File: config.mk
export PLATFORM = sky130hd
export DESIGN_NAME = log_seq_ctrl_flat
export DESIGN_NICKNAME = d
export VERILOG_FILES = /design/src/rtl/log_seq_ctrl_if.sv /design/src/rtl/log_seq_ctrl.sv /design/src/flat_wrapper.sv
export SDC_FILE = /design/constraint.sdc
export NUM_CORES = 2
export LEC_CHECK = 0
export ABC_AREA = 1
export CAP_MARGIN = 10
export CORE_ASPECT_RATIO = 1.5
export CORE_UTILIZATION = 45
export DETAILED_ROUTE_END_ITERATION = 7
export PLACE_DENSITY = 0.59
export SYNTH_ARGS = -nofsm -noshare
export SYNTH_HDL_FRONTEND = slang
export SYNTH_SLANG_ARGS = --single-unit
File: constraint.sdc
create_clock -name clk -period 14.51 [get_ports clk]
set_input_delay 2.1765 -clock clk [delete_from_list [all_inputs] [get_ports clk]]
set_output_delay 2.1765 -clock clk [all_outputs]
set_load 0.03 [all_outputs]
File: src/rtl/log_seq_ctrl_if.sv
// Request/result bundle for the sequential natural-log controller.
// Master issues start/inp1 and observes busy/done and the result fields.
interface log_seq_ctrl_if;
  logic        start;
  logic [15:0] inp1;
  logic        busy;
  logic        done;
  logic        err;
  logic [15:0] log_e;
  logic [15:0] log_e_deci;

  modport master (output start, inp1, input busy, done, err, log_e, log_e_deci);
  modport slave  (input start, inp1, output busy, done, err, log_e, log_e_deci);
endinterface

File: src/rtl/log_seq_ctrl.sv
// ln(x) via range reduction + atanh series on one shared divider and multiplier.
// Latency FRAC+4+N_TERMS*(FRAC+2) cycles from the start cycle (1 for x=0); start ignored while busy.
module log_seq_ctrl #(
  parameter int FRAC    = 24,
  parameter int N_TERMS = 6,
  parameter int LN2_Q   = 11629080
) (
  input  logic           clk,
  input  logic           rst_n,
  log_seq_ctrl_if.slave  io
);

  localparam int RW = FRAC + 5;
  localparam int CW = $clog2(FRAC + 1);
  localparam int KW = $clog2(N_TERMS + 1);
  localparam int AW = FRAC + 3;
  localparam logic [RW-1:0] ONE_Q = RW'(1) << FRAC;

  typedef enum logic [3:0] {
    S_IDLE, S_NORM, S_DIV_T, S_SQ, S_TERM, S_DIV, S_ACC, S_CONV, S_DONE
  } state_t;

  state_t          state_q, state_d;
  logic [15:0]     x_q, x_d;
  logic [3:0]      e_q, e_d;
  logic [RW-1:0]   rem_q, rem_d;
  logic [RW-1:0]   dvs_q, dvs_d;
  logic [FRAC-1:0] quo_q, quo_d;
  logic [CW-1:0]   cnt_q, cnt_d;
  logic [FRAC-1:0] t_q, t_d;
  logic [FRAC-1:0] t2_q, t2_d;
  logic [FRAC-1:0] p_q, p_d;
  logic [KW-1:0]   k_q, k_d;
  logic [AW-1:0]   acc_q, acc_d;
  logic            err_q, err_d;
  logic [15:0]     log_e_q, log_e_d;
  logic [15:0]     deci_q, deci_d;

  logic [3:0]        lead_e;
  logic [FRAC:0]     m_val;
  logic              div_ge;
  logic [RW-1:0]     rem_nx;
  logic [FRAC-1:0]   quo_nx;
  logic [FRAC-1:0]   mul_a, mul_b;
  logic [2*FRAC-1:0] prod;
  logic [RW-1:0]     r_val;
  logic              mul_lo_unused;

  always_comb begin
    lead_e = '0;
    for (int i = 0; i < 16; i++) begin
      if (x_q[i]) lead_e = 4'(i);
    end
  end

  // Mantissa in [1,2): shifting left by FRAC first keeps the reduction exact.
  assign m_val = (FRAC+1)'({x_q, {FRAC{1'b0}}} >> lead_e);

  // Restoring divider step: one quotient bit per cycle.
  assign div_ge = {rem_q, 1'b0} >= {1'b0, dvs_q};
  assign rem_nx = div_ge ? RW'({rem_q, 1'b0} - {1'b0, dvs_q}) : RW'({rem_q, 1'b0});
  assign quo_nx = {quo_q[FRAC-2:0], div_ge};

  assign r_val = RW'(e_q) * RW'(LN2_Q) + RW'({acc_q, 1'b0});

  always_comb begin
    mul_a = p_q;
    mul_b = t2_q;
    case (state_q)
      S_SQ: begin
        mul_a = t_q;
        mul_b = t_q;
      end
      S_CONV: begin
        mul_a = r_val[FRAC-1:0];
        mul_b = FRAC'(10000);
      end
      default: ;
    endcase
  end

  assign prod          = {{FRAC{1'b0}}, mul_a} * {{FRAC{1'b0}}, mul_b};
  assign mul_lo_unused = ^prod[FRAC-1:0];

  always_comb begin
    state_d = state_q;
    x_d     = x_q;
    e_d     = e_q;
    rem_d   = rem_q;
    dvs_d   = dvs_q;
    quo_d   = quo_q;
    cnt_d   = cnt_q;
    t_d     = t_q;
    t2_d    = t2_q;
    p_d     = p_q;
    k_d     = k_q;
    acc_d   = acc_q;
    err_d   = err_q;
    log_e_d = log_e_q;
    deci_d  = deci_q;
    case (state_q)
      S_IDLE: begin
        if (io.start) begin
          err_d = 1'b0;
          if (io.inp1 == 16'd0) begin
            err_d   = 1'b1;
            log_e_d = '0;
            deci_d  = '0;
            state_d = S_DONE;
          end else begin
            x_d     = io.inp1;
            state_d = S_NORM;
          end
        end
      end
      S_NORM: begin
        e_d     = lead_e;
        rem_d   = RW'(m_val) - ONE_Q;
        dvs_d   = RW'(m_val) + ONE_Q;
        quo_d   = '0;
        cnt_d   = '0;
        state_d = S_DIV_T;
      end
      S_DIV_T: begin
        rem_d = rem_nx;
        quo_d = quo_nx;
        cnt_d = cnt_q + 1'b1;
        if (cnt_q == CW'(FRAC - 1)) begin
          t_d     = quo_nx;
          state_d = S_SQ;
        end
      end
      S_SQ: begin
        t2_d    = prod[2*FRAC-1:FRAC];
        p_d     = t_q;
        k_d     = '0;
        acc_d   = '0;
        state_d = S_TERM;
      end
      S_TERM: begin
        rem_d   = RW'(p_q);
        dvs_d   = RW'({k_q, 1'b1}) << FRAC;
        quo_d   = '0;
        cnt_d   = '0;
        state_d = S_DIV;
      end
      S_DIV: begin
        rem_d = rem_nx;
        quo_d = quo_nx;
        cnt_d = cnt_q + 1'b1;
        if (cnt_q == CW'(FRAC - 1)) state_d = S_ACC;
      end
      S_ACC: begin
        acc_d   = acc_q + AW'(quo_q);
        p_d     = prod[2*FRAC-1:FRAC];
        k_d     = k_q + 1'b1;
        state_d = (k_q == KW'(N_TERMS - 1)) ? S_CONV : S_TERM;
      end
      S_CONV: begin
        log_e_d = 16'(r_val >> FRAC);
        deci_d  = 16'(prod >> FRAC);
        state_d = S_DONE;
      end
      S_DONE:  state_d = S_IDLE;
      default: state_d = S_IDLE;
    endcase
  end

  always_ff @(posedge clk or negedge rst_n) begin
    if (!rst_n) begin
      state_q <= S_IDLE;
      x_q     <= '0;
      e_q     <= '0;
      rem_q   <= '0;
      dvs_q   <= '0;
      quo_q   <= '0;
      cnt_q   <= '0;
      t_q     <= '0;
      t2_q    <= '0;
      p_q     <= '0;
      k_q     <= '0;
      acc_q   <= '0;
      err_q   <= 1'b0;
      log_e_q <= '0;
      deci_q  <= '0;
    end else begin
      state_q <= state_d;
      x_q     <= x_d;
      e_q     <= e_d;
      rem_q   <= rem_d;
      dvs_q   <= dvs_d;
      quo_q   <= quo_d;
      cnt_q   <= cnt_d;
      t_q     <= t_d;
      t2_q    <= t2_d;
      p_q     <= p_d;
      k_q     <= k_d;
      acc_q   <= acc_d;
      err_q   <= err_d;
      log_e_q <= log_e_d;
      deci_q  <= deci_d;
    end
  end

  assign io.busy       = (state_q != S_IDLE);
  assign io.done       = (state_q == S_DONE);
  assign io.err        = err_q;
  assign io.log_e      = log_e_q;
  assign io.log_e_deci = deci_q;

endmodule

File: src/flat_wrapper.sv
// flat-port wrapper written by rule: the top's interface ports become plain ports
module log_seq_ctrl_flat 
#(
  parameter int FRAC    = 24,
  parameter int N_TERMS = 6,
  parameter int LN2_Q   = 11629080
)
  (clk, rst_n, io_start, io_inp1, io_busy, io_done, io_err, io_log_e, io_log_e_deci);
  log_seq_ctrl_if io_i ();
  input  logic clk;
  input  logic rst_n;
  input wire logic [$bits(io_i.start)-1:0] io_start;
  input wire logic [$bits(io_i.inp1)-1:0] io_inp1;
  output wire logic [$bits(io_i.busy)-1:0] io_busy;
  output wire logic [$bits(io_i.done)-1:0] io_done;
  output wire logic [$bits(io_i.err)-1:0] io_err;
  output wire logic [$bits(io_i.log_e)-1:0] io_log_e;
  output wire logic [$bits(io_i.log_e_deci)-1:0] io_log_e_deci;
  assign io_i.start = io_start;
  assign io_i.inp1 = io_inp1;
  assign io_busy = io_i.busy;
  assign io_done = io_i.done;
  assign io_err = io_i.err;
  assign io_log_e = io_i.log_e;
  assign io_log_e_deci = io_i.log_e_deci;
  log_seq_ctrl #(.FRAC(FRAC), .N_TERMS(N_TERMS), .LN2_Q(LN2_Q)) u_core (.clk(clk), .rst_n(rst_n), .io(io_i));
endmodule
Word level (Yosys, flattened, before mapping)
Index checks and enable logic that the tools add are counted.

cells by class
  add/subtract/negate cells = 7
  multiply operators = 2
  divide/modulo/power cells = 0
  magnitude comparators = 1
  equality and inequality tests = 14
  shift operators = 1
  muxes and demuxes = 36
  bitwise gates (word level) = 1
  reduce and logical (&&, ||, !) cells = 15

operators by type and width
  operator                                             number
  case mux 24 bit (2 select lines)                     4
  case mux 29 bit (3 select lines)                     1
  2-to-1 mux 4 bit                                     18
  case mux 16 bit (2 select lines)                     2
  case mux 29 bit (2 select lines)                     1
  case mux 27 bit (2 select lines)                     1
  multiplier 24 x 24 -> 48 bit                         1
  right shift 40 x 4 -> 25 bit                         1
  2-to-1 mux 16 bit                                    2
  case mux 4 bit (8 select lines)                      1
  greater-or-equal comparator 30 x 29 -> 1 bit         1
  adder 28 x 28 -> 29 bit                              1
  2-to-1 mux 29 bit                                    1
  subtractor 29 bit                                    1
  adder 27 x 24 -> 27 bit                              1
  adder 25 x 25 -> 26 bit, second input constant       1
  subtractor 25 x 25 -> 26 bit, second input constant  1
  multiplier 4 x 21 -> 25 bit, second input constant   1
  == test 4 x 3 -> 1 bit, second input constant        4
  logical NOT 16 bit                                   1
  case mux 5 bit (2 select lines)                      1
  AND reduction 3 bit                                  3
  == test 4 x 2 -> 1 bit, second input constant        2
  nonzero test 2 bit                                   4
  17 further kinds                                     22

word-level totals
  flip-flop bits (word level) = 246
  bits in latches = 0
  memory bits (writable) = 0
  ROM bits = 0
  bits of input ports = 19
  word-level logic and storage cells = 92
  memories = 0

Depth between registers and ports, before layout
  depth in word-level cells = 18
  mapped depth = 54

Least setup slack after synthesis
Ideal clock, no wire load.

  kind = register -> register
  from = reg u_core.e_q[2]
  to = reg u_core.t2_q[21]
  arrival time = 9.608 ns
  required time = 14.392 ns
  setup slack = 4.784 ns
  cell stages (with the launch flop) = 51
  buffers on the path = 1
  path through = dfrtp_1 -> inv_1 -> ha_1 -> inv_1 -> fa_1 -> ha_1 -> nand2_1 -> nor4b_1 -> a21oi_1 -> o21ai_0 -> nand3_1 -> nand2_1 -> xor2_1 -> ha_1 -> a21oi_1 -> o21ai_0 -> a21oi_1 -> nand3_1 -> (+15 left out) -> fa_1 -> inv_1 -> fa_1 -> inv_1 -> ha_1 -> nand2_1 -> nor2_1 -> inv_1 -> or3_1 -> o211ai_1 -> a31oi_1 -> nand2_2 -> nand2_1 -> nand2_2 -> a21oi_1 -> or2_1 -> nand3_1 -> nand2_1

between the ends
  word-level cells in the longest chain between the ends = 4

RTL lines
  element                           RTL line             source
  start: declaration                log_seq_ctrl.sv:25   logic [3:0] e_q, e_d;
  start signal: assignment          log_seq_ctrl.sv:173  e_q <= '0;
  start signal: assignment          log_seq_ctrl.sv:189  e_q <= e_d;
  multiplier 4 x 21 -> 25 bit       log_seq_ctrl.sv:64   assign r_val = RW'(e_q) * RW'(LN2_Q) + RW'({acc_q, 1'b0});
  adder 28 x 28 -> 29 bit           log_seq_ctrl.sv:64
  case mux 24 bit (2 select lines)  log_seq_ctrl.sv:69   case (state_q)
  multiplier 24 x 24 -> 48 bit      log_seq_ctrl.sv:82   assign prod = {{FRAC{1'b0}}, mul_a} * {{FRAC{1'b0}}, mul_b};
  end signal: assignment            log_seq_ctrl.sv:195  t2_q <= t2_d;
  end: declaration                  log_seq_ctrl.sv:31   logic [FRAC-1:0] t2_q, t2_d;

Every way passes these cells.
A chain may end at the register's enable or synchronous reset.

Final worst setup path
  from = reg u_core.e_q[2]
  to = reg u_core.deci_q[7], in the netlist u_core.io.log_e_deci[7]

between the ends
  word-level cells in the longest chain between the ends = 5

RTL lines
  element                           RTL line             source
  multiplier 4 x 21 -> 25 bit       log_seq_ctrl.sv:64
  adder 28 x 28 -> 29 bit           log_seq_ctrl.sv:64
  case mux 24 bit (2 select lines)  log_seq_ctrl.sv:69
  multiplier 24 x 24 -> 48 bit      log_seq_ctrl.sv:82
  case mux 16 bit (2 select lines)  log_seq_ctrl.sv:101  case (state_q)
  end signal: assignment            log_seq_ctrl.sv:201  deci_q <= deci_d;
  end: declaration                  log_seq_ctrl.sv:37   logic [15:0] deci_q, deci_d;

Every way passes these cells.

==> out/metrics.cfg <==
[critical_path]
start_kind = flip-flop
reg2reg_to = u_core.io.log_e_deci[7]
crit_fanout = 18
cp-end-kind = flip-flop
cp.required_ns = 14.91
rr_worst_depth = 41
critPathMaxStageDelay_ns = 0.87
crit_type = reg -> reg
arrival_ns = 12.81
path_delay_family = adder cells
crit_slowest_cell = clkinv_1
ff2ff_setup_slack_ns = 2.09
path_buf_inv = 9
r2r-start = u_core.e_q[2]

[grt]
met1_usage_pct = 34.2
grt_pass1_wl_mm = 176
grt_use_total_pct = 31.2
met3_usage_pct = 2.57
grt_pass1_vias = 29900
gr-max-usage-layer = met2
gr-total-overflow = 0
met2_usage_pct = 57.1
grt_max_degree = 136
antenna_found_initial = 0

[floorplan]
io_pins = 54
core-area_um2 = 72800
die_w_um = 224
die_h_um = 335
initial_core_util_pct = 45.6
dieArea_um2 = 75000
num_rows = 121

[worst_hold_path]
hold_depth = 2
worstHoldPathType = reg -> reg
min_to = u_core.io.log_e[0]
worstHoldStart = u_core.io.log_e[0]

[yosys]
syn_area_um2 = 33200
postSynthCellCount = 4281
synth_cell_types = 58
syn-mean-instance-area_um2 = 7.76
ys_seq_elements = 225
async_reset_ff_share_pct = 100
ys_warn_count = 0
synth_edf_count = 0
synth_top_flop_cell = dfrtp_1
ys_seq_area_share_pct = 16.9

[timing]
fmax_ghz = 0.0805
worstMarginPinSlew_ns = 1.02
drv_slew = 0
max_slew_margin_pct = 31.6
finalSetupViolCount = 0
fin_hold_ws_ns = 0.479
post-route-min-period_ns = 12.42
skew_ns = 0.0180
hold_violations = 0
rsz0062_at_grt = false
fin_setup_tns_ns = 0
post-route-period-util_pct = 85.6

[placement]
hpwl_mm = 92.6
io_buffer_count = 42
place_congestion = 1.06
dpl_cell_area_um2 = 34800

[layout]
layout_common_cells = nand2_1 (955), inv_1 (807), fa_1 (486)
num_antenna_cells = 0
drive_above_1_share_pct = 3.86
fill_cells = 7346
area.growth.synth_to_final_pct = 6.89
final_net_count = 5032
design_area_um2 = 35500
final_common_cell = nand2_1

[clock_tree]
clock-root-buffer = clkbuf_16
postCtsResizedCells = 0
clkTransAtPathRegs_ns = 0.06
cts_hold_buf = 0
htreeDepth = 1
cts_made_buffers = 22
clkLatencyLatePin_ns = 0.55
clk_path_buf_depth = 3
cts.sinks = 225
post_cts_buffers = 0
cts_tree = built

[routing]
via_per_inst = 5.41
wl_mm = 114
ant_nets = 0
dr_total_vias = 28500
drc_errors = 0
routedWlPerCell_um = 21.7
drt_iter0_markers = 1827
first_pass_iters = 8

[status]
outcome = finished clean

[flow_run]
drv_cap = 0

==> cells in the mapped netlist (2+ instances only) <==
cell	instances	area [µm²]
or2_1	2	12.5
xor2_1	33	289
nand4_1	18	113
o211ai_1	24	180
o31ai_1	3	22.5
nand3_1	212	1060
nor3_1	29	145
dfrtp_1	225	5630
a21boi_2	2	22.5
buf_2	26	130
ha_1	265	3320
or2_2	13	81.3
inv_2	5	18.8
clkinv_1	17	63.8
o22ai_1	35	219
o21ai_2	10	87.6
o21ai_0	225	1130
a221oi_1	2	17.5
a22oi_1	10	75.1
buf_1	11	41.3
a211oi_1	7	52.6
nor4_1	15	93.8
o21a_1	14	105
nand2_1	955	3580
a21boi_0	4	30.0
inv_1	807	3030
o221ai_1	2	17.5
a31oi_1	25	156
a21o_1	16	120
a31o_2	7	61.3
buf_4	15	113
nand3b_1	18	135
and3_1	2	12.5
a22o_1	2	17.5
nor2_1	373	1400
a32o_1	4	40.0
o21bai_1	7	52.6
xnor2_1	28	245
nor2_2	2	12.5
clkbuf_1	103	387
o21ai_1	13	65.1
a21oi_1	189	946
fa_1	486	9730
nand2_2	6	37.5
==> worst register-to-register path, delay by kind of cell (launching register included) <==
kind | cells | cell delay [ns]
fa+ha+maj | 12 | 5.36
simple gates | 12 | 2.54
compound gates | 6 | 1.63
buf+inv | 9 | 1.61
xor+xnor | 2 | 0.67
flops | 1 | 0.48
==> registers in the layout, indices dropped and copies added (netlist names) <==
| signal | cells |
|---|---|
| u_core.dvs_q | 19 |
| u_core.io.log_e | 5 |
| u_core.io.err | 1 |
| u_core.k_q | 3 |
| u_core.cnt_q | 5 |
| u_core.io.log_e_deci | 16 |
| u_core.p_q | 24 |
| u_core.t2_q | 24 |
| u_core.x_q | 16 |
| u_core.rem_q | 29 |
| u_core.state_q | 4 |
| u_core.t_q | 24 |
| u_core.acc_q | 27 |
| u_core.quo_q | 24 |
| u_core.e_q | 4 |
==> through the flow <==
stage,setup slack (ns),instances,util [%]
5_1_grt,1.48,5262,48.8
2_1_floorplan,4.78,4291,-
3_5_place_dp,2.15,5222,47.8
3_3_place_gp,2.07,5222,47.8
4_1_cts,2.13,5262,48.8
6_report,2.09,5262,48.8
==> metal layers <==
layer  wire (µm)  vias to the layer above  share of wire, %
met5           0                        -                 0
met4        8770                        0               7.7
met3        4600                      286               4.0
met2       59100                      805                52
met1       41600                    14100                36
li1            -                    13200                 -
==> how the worst max path moves through the flow <==
stage	from	to	slack [ns]	depth (start not counted)
after floorplan	u_core.e_q[2]	u_core.t2_q[21]	4.78	50
after global placement	u_core.e_q[2]	u_core.io.log_e_deci[7]	2.07	41
after detailed placement	u_core.e_q[2]	u_core.p_q[7]	2.15	41
after CTS	u_core.e_q[2]	u_core.io.log_e_deci[7]	2.13	41
after global routing	u_core.e_q[2]	u_core.t2_q[7]	1.48	41
final	u_core.e_q[2]	u_core.io.log_e_deci[7]	2.09	41
==> area by class of cell <==
class | instances | area, µm² | area share (%)
multi-input combinational | 3081 | 23900 | 67.3
sequential | 225 | 5630 | 15.8
inverter | 829 | 3110 | 8.76
tap | 984 | 1230 | 3.47
clock buffer | 34 | 666 | 1.87
clock inverter | 6 | 73.8 | 0.208
timing repair buffer | 103 | 896 | 2.52
==> cells by family after synthesis <==
logic type                 count (synthesis)  synth area share (%)
and+or+nand+nor                         1651                  20.3
buffers and inverters                    985                  11.4
adders and majority gates                751                  39.2
AOI/OAI and AO/OA                        607                  10.5
DFF                                      225                  16.9
xor gates and xnor gates                  61                  1.61
other                                      1                0.0113
Power is left out: the tool's default activity adds up to more than one toggle a clock period on the data nets, which glitch-free logic cannot reach.
